`src/rtl/hazard_pkg.sv`:
```
// Shared forwarding-select encodings and divider-stall FSM states for the
// hazard unit and its sub-modules.
package hazard_pkg;

  localparam logic [1:0] FWD_REG = 2'b00;
  localparam logic [1:0] FWD_W   = 2'b01;
  localparam logic [1:0] FWD_M   = 2'b10;

  typedef enum logic [1:0] {
    ST_IDLE     = 2'd0,
    ST_DIV_BUSY = 2'd1,
    ST_DIV_DONE = 2'd2
  } div_state_e;

  // ALU operand select: M stage wins over W stage; r0 is never forwarded.
  function automatic logic [1:0] fwd_sel(input logic [4:0] src,
                                         input logic [4:0] wreg_m,
                                         input logic       rw_m,
                                         input logic [4:0] wreg_w,
                                         input logic       rw_w);
    logic [1:0] sel;
    sel = FWD_REG;
    if (src != 5'd0 && src == wreg_m && rw_m)      sel = FWD_M;
    else if (src != 5'd0 && src == wreg_w && rw_w) sel = FWD_W;
    return sel;
  endfunction

endpackage

```
`src/rtl/hazard_unit_if.sv`:
```
// Pipeline-control bundle between the datapath/controller (master) and the
// hazard unit (slave), including the divider start/ready handshake.
interface hazard_unit_if #(parameter int unsigned CNT_W = 32);

  logic [4:0]       rsD, rtD, rsE, rtE;
  logic [4:0]       writeregE, writeregM, writeregW;
  logic             regwriteE, regwriteM, regwriteW;
  logic             memtoregE, memtoregM;
  logic             branchD;
  logic             divE;
  logic             div_ready;
  logic             div_start;
  logic             stallF, stallD, stallE;
  logic             flushE, flushM;
  logic             forwardaD, forwardbD;
  logic [1:0]       forwardaE, forwardbE;
  logic             div_err;
  logic [CNT_W-1:0] stall_cnt;

  modport master (
    output rsD, rtD, rsE, rtE, writeregE, writeregM, writeregW,
           regwriteE, regwriteM, regwriteW, memtoregE, memtoregM,
           branchD, divE, div_ready,
    input  div_start, stallF, stallD, stallE, flushE, flushM,
           forwardaD, forwardbD, forwardaE, forwardbE, div_err, stall_cnt
  );

  modport slave (
    input  rsD, rtD, rsE, rtE, writeregE, writeregM, writeregW,
           regwriteE, regwriteM, regwriteW, memtoregE, memtoregM,
           branchD, divE, div_ready,
    output div_start, stallF, stallD, stallE, flushE, flushM,
           forwardaD, forwardbD, forwardaE, forwardbE, div_err, stall_cnt
  );

endinterface

```
`src/rtl/hazard_unit_div_stall_fsm.sv`:
```
// Multi-cycle divider stall sequencer: start pulse, busy hold, watchdog
// abort, and a single released cycle before returning to idle.
module div_stall_fsm
  import hazard_pkg::*;
#(
  parameter int unsigned DIV_TIMEOUT = 64
) (
  input  logic clk,
  input  logic rst_n,
  input  logic div_e,
  input  logic div_ready,
  output logic div_start,
  output logic div_err,
  output logic busy
);

  localparam int unsigned WD_W = (DIV_TIMEOUT > 2) ? $clog2(DIV_TIMEOUT) : 1;
  localparam logic [WD_W-1:0] WD_LAST = WD_W'(DIV_TIMEOUT - 1);

  div_state_e      state_q, state_d;
  logic [WD_W-1:0] wd_q, wd_d;

  always_ff @(posedge clk or negedge rst_n) begin
    if (!rst_n) begin
      state_q <= ST_IDLE;
      wd_q    <= '0;
    end else begin
      state_q <= state_d;
      wd_q    <= wd_d;
    end
  end

  always_comb begin
    state_d   = state_q;
    wd_d      = wd_q;
    div_start = 1'b0;
    div_err   = 1'b0;
    busy      = 1'b0;
    unique case (state_q)
      ST_IDLE: begin
        if (div_e) begin
          div_start = 1'b1;
          state_d   = ST_DIV_BUSY;
          wd_d      = '0;
        end
      end
      ST_DIV_BUSY: begin
        busy = 1'b1;
        wd_d = wd_q + WD_W'(1);
        // A result arriving in the timeout cycle still counts as success.
        if (div_ready) begin
          state_d = ST_DIV_DONE;
        end else if (wd_q == WD_LAST) begin
          div_err = 1'b1;
          state_d = ST_DIV_DONE;
        end
      end
      ST_DIV_DONE: state_d = ST_IDLE;
      default:     state_d = ST_IDLE;
    endcase
  end

endmodule

```
`src/rtl/hazard_unit.sv`:
```
// Hazard resolver for the 5-stage MIPS pipeline: forwarding selects,
// load-use/branch stalls, divider stall sequencing and stall-cycle counter.
module hazard_unit
  import hazard_pkg::*;
#(
  parameter int unsigned DIV_TIMEOUT = 64,
  parameter int unsigned CNT_W       = 32
) (
  input logic        clk,
  input logic        rst,
  hazard_unit_if.slave hz
);

  logic             div_busy;
  logic             lwstall, branchstall, hz_stall;
  logic [CNT_W-1:0] stall_cnt_q, stall_cnt_d;

  div_stall_fsm #(.DIV_TIMEOUT(DIV_TIMEOUT)) u_div_fsm (
    .clk       (clk),
    .rst_n     (rst),
    .div_e     (hz.divE),
    .div_ready (hz.div_ready),
    .div_start (hz.div_start),
    .div_err   (hz.div_err),
    .busy      (div_busy)
  );

  always_comb begin
    hz.forwardaE = fwd_sel(hz.rsE, hz.writeregM, hz.regwriteM, hz.writeregW, hz.regwriteW);
    hz.forwardbE = fwd_sel(hz.rtE, hz.writeregM, hz.regwriteM, hz.writeregW, hz.regwriteW);
    hz.forwardaD = (hz.rsD != 5'd0) && (hz.rsD == hz.writeregM) && hz.regwriteM;
    hz.forwardbD = (hz.rtD != 5'd0) && (hz.rtD == hz.writeregM) && hz.regwriteM;

    lwstall = hz.memtoregE && (hz.rtE != 5'd0) &&
              ((hz.rtE == hz.rsD) || (hz.rtE == hz.rtD));
    branchstall = hz.branchD &&
      ((hz.regwriteE && (hz.writeregE != 5'd0) &&
        ((hz.writeregE == hz.rsD) || (hz.writeregE == hz.rtD))) ||
       (hz.memtoregM && (hz.writeregM != 5'd0) &&
        ((hz.writeregM == hz.rsD) || (hz.writeregM == hz.rtD))));
    hz_stall = lwstall || branchstall;

    // Divider hold freezes F/D/E and bubbles M; load/branch hazards wait.
    if (div_busy) begin
      hz.stallF = 1'b1;
      hz.stallD = 1'b1;
      hz.stallE = 1'b1;
      hz.flushE = 1'b0;
      hz.flushM = 1'b1;
    end else begin
      hz.stallF = hz_stall;
      hz.stallD = hz_stall;
      hz.stallE = 1'b0;
      hz.flushE = hz_stall;
      hz.flushM = 1'b0;
    end

    stall_cnt_d = stall_cnt_q;
    if (hz.stallD && (stall_cnt_q != '1)) stall_cnt_d = stall_cnt_q + CNT_W'(1);
    hz.stall_cnt = stall_cnt_q;
  end

  always_ff @(posedge clk or negedge rst) begin
    if (!rst) stall_cnt_q <= '0;
    else      stall_cnt_q <= stall_cnt_d;
  end

endmodule

```
`src/flat_wrapper.sv`:
```
// flat-port wrapper written by rule: the top's interface ports become plain ports
module hazard_unit_flat import hazard_pkg::*;
#(
  parameter int unsigned DIV_TIMEOUT = 64,
  parameter int unsigned CNT_W       = 32
)
  (clk, rst, hz_rsD, hz_rtD, hz_rsE, hz_rtE, hz_writeregE, hz_writeregM, hz_writeregW, hz_regwriteE, hz_regwriteM, hz_regwriteW, hz_memtoregE, hz_memtoregM, hz_branchD, hz_divE, hz_div_ready, hz_div_start, hz_stallF, hz_stallD, hz_stallE, hz_flushE, hz_flushM, hz_forwardaD, hz_forwardbD, hz_forwardaE, hz_forwardbE, hz_div_err, hz_stall_cnt);
  hazard_unit_if #(.CNT_W(CNT_W)) hz_i ();
  input logic clk;
  input logic rst;
  input wire logic [$bits(hz_i.rsD)-1:0] hz_rsD;
  input wire logic [$bits(hz_i.rtD)-1:0] hz_rtD;
  input wire logic [$bits(hz_i.rsE)-1:0] hz_rsE;
  input wire logic [$bits(hz_i.rtE)-1:0] hz_rtE;
  input wire logic [$bits(hz_i.writeregE)-1:0] hz_writeregE;
  input wire logic [$bits(hz_i.writeregM)-1:0] hz_writeregM;
  input wire logic [$bits(hz_i.writeregW)-1:0] hz_writeregW;
  input wire logic [$bits(hz_i.regwriteE)-1:0] hz_regwriteE;
  input wire logic [$bits(hz_i.regwriteM)-1:0] hz_regwriteM;
  input wire logic [$bits(hz_i.regwriteW)-1:0] hz_regwriteW;
  input wire logic [$bits(hz_i.memtoregE)-1:0] hz_memtoregE;
  input wire logic [$bits(hz_i.memtoregM)-1:0] hz_memtoregM;
  input wire logic [$bits(hz_i.branchD)-1:0] hz_branchD;
  input wire logic [$bits(hz_i.divE)-1:0] hz_divE;
  input wire logic [$bits(hz_i.div_ready)-1:0] hz_div_ready;
  output wire logic [$bits(hz_i.div_start)-1:0] hz_div_start;
  output wire logic [$bits(hz_i.stallF)-1:0] hz_stallF;
  output wire logic [$bits(hz_i.stallD)-1:0] hz_stallD;
  output wire logic [$bits(hz_i.stallE)-1:0] hz_stallE;
  output wire logic [$bits(hz_i.flushE)-1:0] hz_flushE;
  output wire logic [$bits(hz_i.flushM)-1:0] hz_flushM;
  output wire logic [$bits(hz_i.forwardaD)-1:0] hz_forwardaD;
  output wire logic [$bits(hz_i.forwardbD)-1:0] hz_forwardbD;
  output wire logic [$bits(hz_i.forwardaE)-1:0] hz_forwardaE;
  output wire logic [$bits(hz_i.forwardbE)-1:0] hz_forwardbE;
  output wire logic [$bits(hz_i.div_err)-1:0] hz_div_err;
  output wire logic [$bits(hz_i.stall_cnt)-1:0] hz_stall_cnt;
  assign hz_i.rsD = hz_rsD;
  assign hz_i.rtD = hz_rtD;
  assign hz_i.rsE = hz_rsE;
  assign hz_i.rtE = hz_rtE;
  assign hz_i.writeregE = hz_writeregE;
  assign hz_i.writeregM = hz_writeregM;
  assign hz_i.writeregW = hz_writeregW;
  assign hz_i.regwriteE = hz_regwriteE;
  assign hz_i.regwriteM = hz_regwriteM;
  assign hz_i.regwriteW = hz_regwriteW;
  assign hz_i.memtoregE = hz_memtoregE;
  assign hz_i.memtoregM = hz_memtoregM;
  assign hz_i.branchD = hz_branchD;
  assign hz_i.divE = hz_divE;
  assign hz_i.div_ready = hz_div_ready;
  assign hz_div_start = hz_i.div_start;
  assign hz_stallF = hz_i.stallF;
  assign hz_stallD = hz_i.stallD;
  assign hz_stallE = hz_i.stallE;
  assign hz_flushE = hz_i.flushE;
  assign hz_flushM = hz_i.flushM;
  assign hz_forwardaD = hz_i.forwardaD;
  assign hz_forwardbD = hz_i.forwardbD;
  assign hz_forwardaE = hz_i.forwardaE;
  assign hz_forwardbE = hz_i.forwardbE;
  assign hz_div_err = hz_i.div_err;
  assign hz_stall_cnt = hz_i.stall_cnt;
  hazard_unit #(.DIV_TIMEOUT(DIV_TIMEOUT), .CNT_W(CNT_W)) u_core (.clk(clk), .rst(rst), .hz(hz_i));
endmodule
```
`config.mk`:
```
export PLATFORM = sky130hd
export DESIGN_NAME = hazard_unit_flat
export DESIGN_NICKNAME = d
export VERILOG_FILES = /design/src/rtl/hazard_pkg.sv /design/src/rtl/hazard_unit_if.sv /design/src/rtl/hazard_unit_div_stall_fsm.sv /design/src/rtl/hazard_unit.sv /design/src/flat_wrapper.sv
export SDC_FILE = /design/constraint.sdc
export NUM_CORES = 1
export LEC_CHECK = 0
export BUFFER_PORTS_ARGS = -buffer_cell sky130_fd_sc_hd__buf_4
export CORE_MARGIN = 3
export CORE_UTILIZATION = 30
export CTS_BUF_LIST = sky130_fd_sc_hd__clkbuf_8
export DETAILED_ROUTE_END_ITERATION = 8
export PLACE_DENSITY = 0.57
export SKIP_CTS_REPAIR_TIMING = 1
export SYNTH_ARGS = -nofsm -noshare
export SYNTH_HDL_FRONTEND = slang
export SYNTH_SLANG_ARGS = --single-unit
```
`constraint.sdc`:
```
create_clock -name clk -period 3.2 [get_ports clk]
set_clock_uncertainty 0.05 [all_clocks]
set_input_delay 0.64 -clock clk [delete_from_list [all_inputs] [get_ports clk]]
set_output_delay 0.64 -clock clk [all_outputs]
set_load 0.02 [all_outputs]
```
Word-level counts from Yosys, hierarchy flattened
Cells that the tools add are included.
W data, S select, Z words.
- register bits: 40
- input bits: 45
- logic and storage cells: 76
- $add $sub $neg: 2
- equal/unequal tests: 17
- mux-type cells: 19
- reductions and logical operators: 35
- operators by type and width (kind ; count):
    $eq A5 B5 Y1 ; 12
    $add A32 B1 Y32 const B ; 1
    $ne A32 B32 Y1 const B ; 1
    $reduce_bool A5 Y1 ; 6
    $logic_and A1 B1 Y1 ; 20
    $pmux W6 S2 ; 1
    $mux W1 ; 11
    $mux W2 ; 5
    $add A6 B1 Y6 const B ; 1
    $eq A6 B6 Y1 const B ; 1
    $mux W6 ; 1
    $logic_or A1 B1 Y1 ; 5
    $pmux W2 S2 ; 1
    $reduce_and A2 Y1 ; 2
    $ne A3 B3 Y1 const B ; 1
    $eq A2 B1 Y1 const B ; 1
    $logic_not A2 Y1 ; 1
    $ne A2 B2 Y1 const B ; 1
    $reduce_bool A2 Y1 ; 1

Longest topological paths before layout
- depth after elaboration: 8
- depth in mapped cells: 9

By module
A second synthesis with hierarchy kept.
- cell total of the unflattened synthesis: 292
- area total of the unflattened synthesis: 2765.2 µm²
- by module, submodules not included (module ; instances ; cells each ; area an instance (µm²)):
    hazard_unit ; 1 ; 254 ; 2363.5
    div_stall_fsm ; 1 ; 38 ; 401.6

Worst setup path before layout
OpenSTA, ideal clock, no wires.
- path type: input-to-output
- start: in hz_writeregM[2]
- end: out hz_stallF
- arrival time: 2.399 ns
- path slack: 0.111 ns
- stages on the path: 8
- cells stage by stage: buf_2 -> or4_4 -> o211ai_2 -> a21oi_2 -> nor4_4 -> buf_6 -> inv_1 -> buf_4
- word-level cells in the longest chain between the ends: 7
- elaborated cells between the ends (all ways): 10
- classes of those cells: eq/ne (2); mux (1); reduce/logical (7)
- RTL lines (what ; RTL line ; text):
    start: declaration ; flat_wrapper.sv:16 ; input wire logic [$bits(hz_i.writeregM)-1:0] hz_writeregM;
    $eq A5 B5 Y1 or $reduce_bool A5 Y1 (tied branches) ; hazard_unit.sv:40, hazard_unit.sv:39 ;
    $logic_or A1 B1 Y1 or $logic_and A1 B1 Y1 (tied branches) ; hazard_unit.sv:40, hazard_unit.sv:39 ;
    $logic_and A1 B1 Y1 * ; hazard_unit.sv:39 ; (hz.memtoregM && (hz.writeregM != 5'd0) &&
    $logic_or A1 B1 Y1 * ; hazard_unit.sv:38 ; ((hz.writeregE == hz.rsD) || (hz.writeregE == hz.rtD))) ||
    $logic_and A1 B1 Y1 * ; hazard_unit.sv:36 ; branchstall = hz.branchD &&
    $logic_or A1 B1 Y1 * ; hazard_unit.sv:41 ; hz_stall = lwstall || branchstall;
    $mux W1 * ; n/a ;
    end: declaration ; flat_wrapper.sv:27 ; output wire logic [$bits(hz_i.stallF)-1:0] hz_stallF;
Every way passes the cells marked *; elsewhere a longest branch is shown, timed or not.

Worst setup path after layout
- start: in hz_writeregM[1]
- end: out hz_stallF
- word-level cells in the longest chain between the ends: 7
- elaborated cells between the ends (all ways): 10
- classes of those cells: eq/ne (2); mux (1); reduce/logical (7)
- RTL lines (what ; RTL line ; text):
    $eq A5 B5 Y1 or $reduce_bool A5 Y1 (tied branches) ; hazard_unit.sv:40, hazard_unit.sv:39 ;
    $logic_or A1 B1 Y1 or $logic_and A1 B1 Y1 (tied branches) ; hazard_unit.sv:40, hazard_unit.sv:39 ;
    $logic_and A1 B1 Y1 * ; hazard_unit.sv:39 ;
    $logic_or A1 B1 Y1 * ; hazard_unit.sv:38 ;
    $logic_and A1 B1 Y1 * ; hazard_unit.sv:36 ;
    $logic_or A1 B1 Y1 * ; hazard_unit.sv:41 ;
    $mux W1 * ; hazard_unit.sv:44 ; if (div_busy) begin
Marked as above.

==> summary.log <==
qor: status.status complete, no violations
qor: detailed_routing.finalWirelength 7.14 mm
qor: placed_design.placement.setup.worst_slack 0.320 ns
qor: placed_design.post-dp-hpwl 5.51 mm
qor: worst_setup_path.crit_path_end_kind primary output
qor: timing.max_freq 357 MHz
qor: timing.timing.final.setup_violations 0
qor: synth.yosys.cell_count.top_type sky130_fd_sc_hd__xor2_1
qor: detailed_routing.detailroute.via_count 2351
qor: timing.period_minus_slack 2.80 ns
qor: placed_design.routability_congestion 0.785
qor: floorplan.dieArea 10500 um^2
qor: placed_design.post-place-cells 471
qor: detailed_routing.wl_met1 3.28 mm
qor: run.maxCapViolCount 0
qor: floorplan.die_y 102 um
qor: power_and_ir_drop.total_power 0.00176 W
qor: synth.most_frequently_used_flop_master_after_synthesis sky130_fd_sc_hd__dfrtp_1
qor: clock_tree.cts_max_level 2
qor: global_routing.groute.usage.overall 14.0%
qor: clock_tree.cts-root-buf sky130_fd_sc_hd__clkbuf_8
qor: timing.worst-slew-pin-transition 0.552 ns
qor: floorplan.placeableCoreArea 8890 um^2
qor: detailed_routing.wl_met3 289 um
qor: clock_tree.clock_insertion_delay_worst_skew 0.29 ns
qor: synth.syn_area_per_cell 9.65 um^2
qor: worst_setup_path.critical_path_peak_fanout 5
qor: timing.tns 0 ns
qor: worst_setup_path.crit_arrival 2.11 ns
qor: global_routing.globalRouteOverflowTotal 0
qor: synth.synth_enable_flop_cells 0
qor: floorplan.start_util 31.4%
qor: clock_tree.cts.reportedPaths.clkPinSlew 0.09 ns
qor: cells_and_area.num_antenna_cells 0
qor: cells_and_area.multi_input_comb_area 1660 um^2
qor: global_routing.grt_pass1_vias 2319
qor: cells_and_area.layout.filler_cells 879
qor: power_and_ir_drop.cellPowerDensity 485 nW/um^2
qor: timing.worst_slew_margin_rel 63.0%
qor: detailed_routing.top_layer_used met4
qor: timing.finalWorstSetupSlack 0.397 ns
qor: synth.synth_top_cell_by_area sky130_fd_sc_hd__dfrtp_1
qor: synth.synth-seq-area-share 35.9%
qor: global_routing.antenna_violations_before_repair 0
qor: timing.unrepaired_setup_endpoints_after_global_routing false
qor: detailed_routing.detail_route.wl_per_cell 14.9 um
qor: cells_and_area.drive_above_1_share 32.9%
qor: worst_setup_path.critical_path.startpoint_type primary input
qor: cells_and_area.flow.area_growth_from_synthesis 29.7%
qor: synth.post_synth_num_cell_types 41
qor: worst_setup_path.crit_type in -> out
qor: floorplan.rows 34
qor: synth.synth.cells.most_frequent sky130_fd_sc_hd__xor2_1 (52), sky130_fd_sc_hd__dfrtp_1 (40), sky130_fd_sc_hd__xnor2_1 (28)
qor: timing.finalMaxSlewViolations 0
qor: detailed_routing.route.detailed.drc 0
qor: clock_tree.clock_tree_buffer_depth 2
qor: synth.async_sr_flop_fraction 100%
qor: global_routing.grt_first_pass_wirelength 11.7 mm
qor: detailed_routing.final_antenna_net_count 0
qor: synth.synth-seq-cells 40
qor: timing.final_min_period_over_clock_period 87.6%
qor: detailed_routing.drt-pass1-iter-count 4
qor: worst_setup_path.timing.reg2reg.setup_slack 0.49 ns
qor: synth.postSynthNetCount 336
qor: cells_and_area.register_cell_area_after_layout 1000 um^2
qor: synth.post_synth_main_area_contributors sky130_fd_sc_hd__dfrtp_1 (36%), sky130_fd_sc_hd__xor2_1 (16%), sky130_fd_sc_hd__xnor2_1 (8.8%)
qor: detailed_routing.drt_iter0_drc 103
qor: synth.fraction_of_synthesized_cell_area_taken_by_the_top_area_cell_type 35.9%
qor: clock_tree.tritoncts_sink_count 40
qor: clock_tree.cts-buffers-inserted 5
qor: synth.synth.cell_area 2790 um^2
qor: floorplan.die_width 102 um
qor: synth.synth-warning-count 0
qor: detailed_routing.route.met2.wl 3.52 mm
qor: global_routing.maximum_number_of_pins_on_one_net_before_global_route_repair 41
qor: worst_setup_path.worst-endpoint-required 2.51 ns
qor: power_and_ir_drop.vdd_ir_max 0.220 mV
qor: synth.syn_inst 289
qor: placed_design.place.port_buffers 89
qor: hold_path.min_path_type in -> async
qor: detailed_routing.detail_route.vias_per_cell 4.91
qor: cells_and_area.net_count_reported_at_finish 417
qor: floorplan.top_level_ports 90
qor: power_and_ir_drop.leakage 1.71 nW
qor: cells_and_area.post-route-util 40.7%
qor: timing.finalHoldViolations 0
qor: clock_tree.tritoncts done
qor: cells_and_area.layout.cells.non_filler 479
[cells in the final DEF, fill, tap and decap left out, types with 3 or more instances in the layout]
cell type	count
sky130_fd_sc_hd__xnor2_1	28
sky130_fd_sc_hd__nand2_1	16
sky130_fd_sc_hd__nor2_1	18
sky130_fd_sc_hd__clkbuf_8	6
sky130_fd_sc_hd__inv_1	4
sky130_fd_sc_hd__or4_1	6
sky130_fd_sc_hd__buf_4	91
sky130_fd_sc_hd__o21ai_0	5
sky130_fd_sc_hd__dfrtp_1	40
sky130_fd_sc_hd__a22o_1	3
sky130_fd_sc_hd__nand3_1	20
sky130_fd_sc_hd__nand4_1	11
sky130_fd_sc_hd__nor4_1	10
sky130_fd_sc_hd__nor3_2	11
sky130_fd_sc_hd__nor3_1	12
sky130_fd_sc_hd__xor2_1	52
sky130_fd_sc_hd__and3_1	4
[critical path, stage by stage]
cell and delay (ns):
sky130_fd_sc_hd__buf_4 0.14, sky130_fd_sc_hd__or4_4 0.53, sky130_fd_sc_hd__o211ai_2 0.16, sky130_fd_sc_hd__a21oi_2 0.07
sky130_fd_sc_hd__nor4_4 0.29, sky130_fd_sc_hd__inv_1 0.11, sky130_fd_sc_hd__buf_4 0.17
[path summary, 6_finish.rpt]
check | from | end | cells past startpoint
setup / recovery | hz_writeregM[1] | hz_stallF | 7
hold / removal | rst | u_core.hz.stall_cnt[24]$_DFFE_PN0P_ | 1
setup reg to reg | u_core.hz.stall_cnt[0]$_DFFE_PN0P_ | u_core.hz.stall_cnt[1]$_DFFE_PN0P_ | 8
hold reg to reg | u_core.hz.stall_cnt[22]$_DFFE_PN0P_ | u_core.hz.stall_cnt[22]$_DFFE_PN0P_ | 1
max in group asynchronous | rst | u_core.u_div_fsm.wd_q[0]$_DFFE_PN0P_ | 1
min in group clk | u_core.hz.stall_cnt[22]$_DFFE_PN0P_ | u_core.hz.stall_cnt[22]$_DFFE_PN0P_ | 1
[metal layers]
metal  global-route usage [%]  vias up
met2                     23.7       59
li1                         -     1173
met3                     3.00        4
met5                        0        -
met4                     2.52        0
met1                     18.7     1115
[state kept, by name, indices dropped and copies added, names as in the netlist]
register,flops
u_core.u_div_fsm.wd_q,6
u_core.u_div_fsm.state_q,2
u_core.hz.stall_cnt,32
[cell type report]
cell class | instances | share of cell area, %
Inverter | 4 | 0.415
Multi-Input combinational cell | 228 | 46.0
Clock buffer | 6 | 2.28
Sequential cell | 40 | 27.7
Timing Repair Buffer | 91 | 18.9
Tap cell | 108 | 3.73
Clock inverter | 2 | 1.07
[where the power goes]
| group | switching (W) | internal [W] |
|---|---|---|
| Clock | 0.000180 | 0.000255 |
| Combinational | 0.000342 | 0.000281 |
| Sequential | 0.000107 | 0.000589 |
[kinds of logic after synthesis]
family                   count (synthesis)  share of synthesized area [%]
XOR/XNOR                                80                           25.1
buffers and inverters                   21                           4.49
flip-flops                              40                           35.9
AND/OR/NAND/NOR                        125                           27.5
AO/OA/AOI/OAI                           17                           4.31
adder cells (fa/ha/maj)                  2                          0.897
multiplexers                             4                           1.75
[metrics by stage]
stage	area (um^2)	hold WS, ns
2_1_floorplan	2790	0.294
3_3_place_gp	3500	0.422
6_report	3620	0.267
4_1_cts	3620	0.285
3_5_place_dp	3500	0.423
5_1_grt	3620	0.288
Power figures use the tool's default switching activity.
